<file path="config.mk">
export PLATFORM = sky130hd
export DESIGN_NAME = mem_arb
export DESIGN_NICKNAME = d
export VERILOG_FILES = /design/src/rtl/mem_arb_pkg.sv /design/src/rtl/mem_arb_rr.sv /design/src/rtl/mem_arb.sv
export SDC_FILE = /design/constraint.sdc
export NUM_CORES = 1
export LEC_CHECK = 0
export CAP_MARGIN = 10
export CORE_AREA = 2 2 198 200
export CTS_CLUSTER_DIAMETER = 100
export CTS_CLUSTER_SIZE = 14
export DETAILED_ROUTE_END_ITERATION = 10
export DIE_AREA = 0 0 200 202
export PLACE_DENSITY_LB_ADDON = 0.08
export SLEW_MARGIN = 5
export SYNTH_ARGS = -nofsm -noshare
export SYNTH_HDL_FRONTEND = slang
export SYNTH_HIERARCHICAL = 1
export SYNTH_SLANG_ARGS = --single-unit
</file>
<file path="constraint.sdc">
create_clock -name clk -period 2.77 [get_ports clk]
set_input_delay 0.831 -clock clk [delete_from_list [all_inputs] [get_ports clk]]
set_output_delay 0.831 -clock clk [all_outputs]
set_load 0.05 [all_outputs]
</file>
<file path="src/rtl/mem_arb_pkg.sv">
// ----------------------------------------------------------------------------
// mem_arb_pkg
// Shared definitions for the memory-port arbiter: FSM state encodings,
// requester (owner) identifiers and a helper that sizes the grant-timeout
// counter from the TIMEOUT parameter.
// ----------------------------------------------------------------------------
package mem_arb_pkg;

  typedef enum logic [1:0] {
    ST_IDLE = 2'd0,
    ST_ADDR = 2'd1,
    ST_RESP = 2'd2
  } state_t;

  typedef enum logic {
    OWN_IF = 1'b0,
    OWN_D  = 1'b1
  } owner_t;

  // Counter only needs to reach TIMEOUT-1; keep at least one bit so the
  // register still exists when the timeout is disabled or trivially small.
  function automatic int cnt_width(input int timeout);
    if (timeout <= 2) begin
      return 1;
    end
    return $clog2(timeout);
  endfunction

endpackage

</file>
<file path="src/rtl/mem_arb_rr.sv">
// ----------------------------------------------------------------------------
// rr_arb2
// Two-way round-robin picker for the fetch and data requesters.
//   req_if  : fetch path is requesting
//   req_d   : data path is requesting
//   rr_last : owner that won the previous arbitration
//   en      : arbitration allowed this cycle (parent FSM is idle)
//   gnt     : one-hot grant, bit 0 = fetch, bit 1 = data
// ----------------------------------------------------------------------------
module rr_arb2
  import mem_arb_pkg::*;
(
  input  logic       req_if,
  input  logic       req_d,
  input  owner_t     rr_last,
  input  logic       en,
  output logic [1:0] gnt
);

  // A lone requester always wins; on a tie the side that did not win last
  // time gets the port, so neither path can starve the other.
  always_comb begin
    gnt = 2'b00;
    if (en) begin
      if (req_if && req_d) begin
        if (rr_last == OWN_D) begin
          gnt = 2'b01;
        end else begin
          gnt = 2'b10;
        end
      end else if (req_if) begin
        gnt = 2'b01;
      end else if (req_d) begin
        gnt = 2'b10;
      end
    end
  end

endmodule

</file>
<file path="src/rtl/mem_arb.sv">
// ----------------------------------------------------------------------------
// mem_arb
// Shares one external memory port between the instruction-fetch path and the
// load/store data path. One bus transaction is outstanding at a time; it runs
// through an address phase (bus_req until bus_gnt) and a response phase
// (until bus_rvalid). The response is registered and steered back to the
// requester that owns the transaction.
//
// Ports:
//   clk, rstn                      clock, asynchronous active-low reset
//   if_req/if_addr                 fetch request (held until if_gnt)
//   if_gnt/if_rvalid/if_rdata/if_err  fetch grant pulse and response
//   d_req/d_wr/d_bytes/d_addr/d_wdata data request (held until d_gnt)
//   d_gnt/d_rvalid/d_rdata/d_err   data grant pulse and response
//   bus_req/bus_wr/bus_bytes/bus_addr/bus_wdata  bus address phase
//   bus_gnt/bus_rvalid/bus_rdata/bus_err         bus handshake and response
//
// Parameters:
//   XLEN     data/address width (32 or 64)
//   TIMEOUT  address-phase cycles allowed before aborting with error; 0 = off
// ----------------------------------------------------------------------------
module mem_arb
  import mem_arb_pkg::*;
#(
  parameter int XLEN    = 64,
  parameter int TIMEOUT = 16
) (
  input  logic              clk,
  input  logic              rstn,

  input  logic              if_req,
  input  logic [XLEN-1:0]   if_addr,
  output logic              if_gnt,
  output logic              if_rvalid,
  output logic [31:0]       if_rdata,
  output logic              if_err,

  input  logic              d_req,
  input  logic              d_wr,
  input  logic [XLEN/8-1:0] d_bytes,
  input  logic [XLEN-1:0]   d_addr,
  input  logic [XLEN-1:0]   d_wdata,
  output logic              d_gnt,
  output logic              d_rvalid,
  output logic [XLEN-1:0]   d_rdata,
  output logic              d_err,

  output logic              bus_req,
  output logic              bus_wr,
  output logic [XLEN/8-1:0] bus_bytes,
  output logic [XLEN-1:0]   bus_addr,
  output logic [XLEN-1:0]   bus_wdata,
  input  logic              bus_gnt,
  input  logic              bus_rvalid,
  input  logic [XLEN-1:0]   bus_rdata,
  input  logic              bus_err
);

  localparam int BW = XLEN / 8;
  localparam int CW = cnt_width(TIMEOUT);

  typedef logic [CW-1:0] cnt_t;

  // Last address-phase cycle before giving up. Meaningless when TIMEOUT is 0,
  // where the comparison is never enabled.
  localparam cnt_t CNT_LAST = cnt_t'(TIMEOUT - 1);

  state_t            state;
  state_t            state_nxt;
  cnt_t              cnt;
  cnt_t              cnt_nxt;
  owner_t            rr_last;
  owner_t            owner_q;
  logic              wr_q;
  logic [BW-1:0]     bytes_q;
  logic [XLEN-1:0]   addr_q;
  logic [XLEN-1:0]   wdata_q;

  logic              arb_en;
  logic [1:0]        gnt;
  logic              misaligned;
  logic              fetch_fault;
  logic              capture;
  logic              abort;
  logic              bus_done;
  logic [BW-1:0]     fetch_bytes;
  logic [31:0]       fetch_word;

  assign arb_en = (state == ST_IDLE);

  rr_arb2 u_rr_arb2 (
    .req_if  (if_req),
    .req_d   (d_req),
    .rr_last (rr_last),
    .en      (arb_en),
    .gnt     (gnt)
  );

  // An instruction fetch that is not word aligned is still granted so the
  // core can move on, but it never reaches the bus; it just returns an error.
  assign misaligned  = (if_addr[1:0] != 2'b00);
  assign fetch_fault = gnt[0] && misaligned;
  assign capture     = (gnt[0] && !misaligned) || gnt[1];

  // Fetches are 32-bit: on a 64-bit bus pick the lane from address bit 2,
  // both for the byte enables going out and the word coming back.
  if (XLEN == 64) begin : g_lane64
    assign fetch_bytes = if_addr[2] ? BW'(8'hF0) : BW'(8'h0F);
    assign fetch_word  = addr_q[2] ? bus_rdata[63:32] : bus_rdata[31:0];
  end else begin : g_lane32
    assign fetch_bytes = '1;
    assign fetch_word  = bus_rdata[31:0];
  end

  // State and timeout counter registers.
  always_ff @(posedge clk or negedge rstn) begin
    if (!rstn) begin
      state <= ST_IDLE;
      cnt   <= '0;
    end else begin
      state <= state_nxt;
      cnt   <= cnt_nxt;
    end
  end

  // Next-state logic plus the combinational grant/bus-request outputs.
  // The counter counts address-phase cycles without bus_gnt; reaching the
  // last allowed cycle abandons the transaction with an error response.
  always_comb begin
    state_nxt = state;
    cnt_nxt   = cnt;
    abort     = 1'b0;
    bus_done  = 1'b0;
    bus_req   = 1'b0;
    if_gnt    = gnt[0];
    d_gnt     = gnt[1];
    case (state)
      ST_IDLE: begin
        if (capture) begin
          state_nxt = ST_ADDR;
          cnt_nxt   = '0;
        end
      end
      ST_ADDR: begin
        bus_req = 1'b1;
        if (bus_gnt) begin
          state_nxt = ST_RESP;
          cnt_nxt   = '0;
        end else if ((TIMEOUT != 0) && (cnt == CNT_LAST)) begin
          state_nxt = ST_IDLE;
          cnt_nxt   = '0;
          abort     = 1'b1;
        end else begin
          cnt_nxt = cnt + cnt_t'(1);
        end
      end
      ST_RESP: begin
        if (bus_rvalid) begin
          state_nxt = ST_IDLE;
          bus_done  = 1'b1;
        end
      end
      default: begin
        state_nxt = ST_IDLE;
      end
    endcase
  end

  // Transaction capture at grant time. The bus fields come straight from
  // these registers so they stay frozen for the whole address phase.
  // rr_last starts at the data side so fetch wins the first tie.
  always_ff @(posedge clk or negedge rstn) begin
    if (!rstn) begin
      rr_last <= OWN_D;
      owner_q <= OWN_IF;
      wr_q    <= 1'b0;
      bytes_q <= '0;
      addr_q  <= '0;
      wdata_q <= '0;
    end else if (gnt[0]) begin
      rr_last <= OWN_IF;
      owner_q <= OWN_IF;
      if (!misaligned) begin
        wr_q    <= 1'b0;
        bytes_q <= fetch_bytes;
        addr_q  <= if_addr;
        wdata_q <= '0;
      end
    end else if (gnt[1]) begin
      rr_last <= OWN_D;
      owner_q <= OWN_D;
      wr_q    <= d_wr;
      bytes_q <= d_bytes;
      addr_q  <= d_addr;
      wdata_q <= d_wdata;
    end
  end

  assign bus_wr    = wr_q;
  assign bus_bytes = bytes_q;
  assign bus_addr  = addr_q;
  assign bus_wdata = wdata_q;

  // Registered response steering. The three sources are mutually exclusive:
  // a misaligned fetch only happens in IDLE, aborts only in ADDR and bus
  // responses only in RESP. Valid pulses last one cycle; data holds.
  always_ff @(posedge clk or negedge rstn) begin
    if (!rstn) begin
      if_rvalid <= 1'b0;
      if_err    <= 1'b0;
      if_rdata  <= '0;
      d_rvalid  <= 1'b0;
      d_err     <= 1'b0;
      d_rdata   <= '0;
    end else begin
      if_rvalid <= 1'b0;
      d_rvalid  <= 1'b0;
      if (fetch_fault) begin
        if_rvalid <= 1'b1;
        if_err    <= 1'b1;
        if_rdata  <= '0;
      end else if (abort) begin
        if (owner_q == OWN_IF) begin
          if_rvalid <= 1'b1;
          if_err    <= 1'b1;
          if_rdata  <= '0;
        end else begin
          d_rvalid  <= 1'b1;
          d_err     <= 1'b1;
          d_rdata   <= '0;
        end
      end else if (bus_done) begin
        if (owner_q == OWN_IF) begin
          if_rvalid <= 1'b1;
          if_err    <= bus_err;
          if_rdata  <= fetch_word;
        end else begin
          d_rvalid  <= 1'b1;
          d_err     <= bus_err;
          d_rdata   <= bus_rdata;
        end
      end
    end
  end

endmodule

</file>
==> results.md <==
Power:
- The reported leakage power is 7.046 nW.
- In this run the power density over the cells is 1206 nW/um^2.
- IR analysis of the VDD net gives a maximum drop of 779.8 uV.

Worst setup path:
- Data on the critical path is required at its endpoint by 1.94 ns.
- The worst setup path is of the in -> out kind.
- The maximum net fanout on the critical path is 5.
- The start of the worst register-to-register path is state[0].
- STA classifies the critical path endpoint as an output port.
- The worst setup path is launched from an input port.
- STA puts the critical path data arrival time at 1.88 ns.
- In this run the register-to-register setup slack is 0.51 ns.
- The cell count of the worst reg-to-reg path is 9.
- The endpoint of the lowest-slack register-to-register path is bus_wdata[55].

Placed design:
- The count of placed standard cells including taps is 1,847.
- Summing all placed instances gives a cell area of 17,270 um^2.
- The count of port buffers added during placement is 511.
- At the end of routability-driven placement, the weighted congestion stood at 0.8103.
- The minimum setup slack after placement is -0.08619 ns.
- The placed wire-length estimate after detailed placement is 31,600 um.

STA:
- The count of final hold-check violations is 0.
- The minimum period implied by the final worst setup slack is 2.710 ns.
- On the final layout, the worst hold slack is 0.2179 ns.
- In the final timing run, aggregate negative setup slack is 0 ns.
- Setup slack on the critical path of the routed design comes to 0.06017 ns.
- On the final layout, the worst clock skew is 0.01411 ns.
- The final critical-path share of the clock period is 97.83%.
- Setup repair after global routing left no endpoint under its margin.
- Derived from the worst setup path, the maximum achievable clock frequency is 369.0 MHz.
- The worst-margin pin slew is 0.6681 ns.
- The max-slew violation count is 0.
- The count of final setup violators is 0.
- The worst pin sits at a relative slew slack of 55.32%.

CTS:
- After clock tree synthesis, the clock-pin slew on the worst setup and hold paths is 0.07 ns.
- No sink is reached through more buffers than the 3 on the longest clock path.
- In this run the number of H-tree levels came out at 1.
- The TritonCTS clock tree is done.
- Counting the buffers created by CTS gives 21.
- In this run the clock root is driven by a clkbuf_16.
- At the later pin of the worst-skew pair, clock insertion delay measures 0.51 ns.
- For this design, the sink count on the clock tree is 245.

Finish:
- The combined area of the multi-input logic cells is 4708 um^2.
- The post-route netlist has 17.73% of its cells at a drive strength greater than 1.
- The fill cell total of the finished layout is 3,514.
- The area of all sequential standard cells is 6133 um^2.
- After routing the design area is 17,850 um^2.
- The finished layout holds 1,879 standard cells, fillers aside.
- The relative area change from synthesis to final layout is 58.38%.
- For this run, the post-layout net count is 1,626.

Floorplanning:
- The die covers 40,400 um^2.
- After floorplanning, the core was divided into 72 placement rows.
- The horizontal die dimension is 200 um.
- For this configuration, the core starts out at a cell density of 29.43%.
- The area of the core is 38,290 um^2.
- The die is 202 um tall.
- Pin placement for this block handled 512 I/O pins.

Logic synthesis:
- The synthesized netlist contains 42 unique library cells.
- The async set-reset flop share out of synthesis is 100.0%.
- Counting flops with a built-in enable in the synthesized netlist gives 0.
- Synthesis handed over a netlist of 868 instances.
- The cell accounting for the most synthesized area is dfrtp_1.
- The fraction of post-synthesis cell area in the top cell type by area is 54.19%.
- When the netlist entered floorplanning its net count stood at 1,141.
- Yosys printed 6 warnings.
- In the post-synthesis netlist, the biggest area contributors are dfrtp_1 (54%), mux2_2 (15%), o211a_1 (5.8%).
- Sequential elements use 54.42% of the synthesized area.
- For this run, the leading register cell type out of synthesis is dfrtp_1.
- The synthesis-stage register bit count is 245.
- The cell area that synthesis handed to floorplanning was 11,270 um^2.
- In this run the mean area of a mapped cell was 12.98 um^2.

Detailed routing:
- The routed design has 44,050 um of wire.
- After detailed routing, the number of remaining DRC violations is 0.
- After detailed routing, the number of vias per cell comes to 5.074.
- The starting DRC count in detailed routing is 520.
- The first detailed-routing pass ran for 5 iterations.
- After detailed routing, the average wire length per cell comes to 23.45 um.
- For this block, the via count after detailed routing is 9,534.
- Once detail routing completed, the nets flagged for antenna violations numbered 0.

Global routing:
- After global routing the overflow that remains totals 0.
- The number of global-route vias before repair came to 9,954.
- The initial antenna violation count is 3.
- In the global route stage, overall resource usage came out at 21.17%.
- The pin count of the biggest net entering global routing is 70.
- The first global-routing pass estimated 65,210 um of wire.

Outcome:
- The run finished with clean final reports.

Worst hold path:
- The class of the worst hold path is in -> async.

Job:
- Max-cap violations in this run came to 0.
## power by group
part	switching, mW	internal, mW	leakage [nW]	total, mW
logic	7.98	4.93	3.94	12.9
clock network	1.35	1.39	0.272	2.74
registers	0.899	4.99	2.84	5.88
## flip-flops by register name (all words and copies together), names as in the netlist
| signal | count |
|---|---|
| cnt | 4 |
| bus_bytes | 8 |
| d_err | 1 |
| rr_last | 1 |
| d_rvalid | 1 |
| bus_wr | 1 |
| if_rvalid | 1 |
| if_err | 1 |
| state | 2 |
| bus_wdata | 64 |
| owner_q | 1 |
| d_rdata | 64 |
| bus_addr | 64 |
| if_rdata | 32 |
## logic make-up after synthesis
group,count (synthesis),synth area share (%)
AND/OR/NAND/NOR,63,2.554
multiplexers,164,16.38
adder cells (fa/ha/maj),1,0.1110
flip-flops,245,54.42
AO/OA/AOI/OAI,287,22.07
buffers and inverters,108,4.464
## critical path: stages
cell and delay (ns):
clkdlybuf4s50_1 0.51, nand2_1 0.10, a21oi_4 0.17, buf_12 0.14, buf_12 0.13
## repair_timing
action                                  in CTS  in global routing
hold buffers                                 0                  0
endpoints found under the setup margin       1                  1
resized for setup                            0                  1
cloned                                       0                  0
buffers inserted                             1                  0
## how the worst max path moves through the flow
stage             start            to  slack, ns
3_3_place_gp     if_req        if_gnt      -0.05
2_1_floorplan    if_req  bus_addr[27]       0.05
3_5_place_dp     if_req  bus_addr[45]      -0.09
5_1_grt        state[0]        if_gnt       0.01
6_report         if_req        if_gnt       0.06
4_1_cts           d_req         d_gnt       0.04
## placed cells by master, fill, tap and decap left out, types with 6 or more instances in the layout
cell               n
clkdlybuf4s50_1  502
dfrtp_1          243
mux2_2           155
a22o_1            65
o211a_1           65
a221o_1           64
nand2_1           41
a21oi_1           36
buf_12            25
buf_4             25
o311ai_0          22
clkbuf_16         21
inv_1             17
o21ai_0           13
o311ai_1           9
mux2_1             8
clkbuf_1           7
nor2_1             6
## metrics by stage
| stage | total power [mW] | util (%) |
|---|---|---|
| after global routing | 22.56 | 46.61 |
| after floorplan | 13.92 | - |
| after detailed placement | 18.92 | 45.10 |
| final | 21.53 | 46.61 |
| after CTS | 21.80 | 46.58 |
| after global placement | 18.88 | 45.10 |
## final cells by class
cell class / count / area share (%)
multi-input cells: 515 / 26.38
well taps: 518 / 3.632
clock inverters: 1 / 0.04907
clock buffers: 28 / 3.092
flip-flops and latches: 245 / 34.37
inverters: 17 / 0.3575
diodes: 2 / 0.02804
repair buffers: 553 / 32.09
## synthesized netlist by cell type (all sizes together) (2+ instances only)
cell type    n
nor2b        2
nand3        2
buf         36
mux2       163
a221o       64
inv         17
nor2         7
o311ai      32
o21a         2
nor3b        2
o21ai       13
a22o        65
a21oi       38
dfrtp      244
nand2       42
o211a       65
clkbuf      55
a32o         2
## metal layers
metal / track usage [%] / wire length [um]
met2: 35.28 / 21230
met1: 26.97 / 18160
met5: 0 / 11
met3: 6.324 / 3753
met4: 4.762 / 901
No activity file was read; power rests on OpenSTA's default activity.
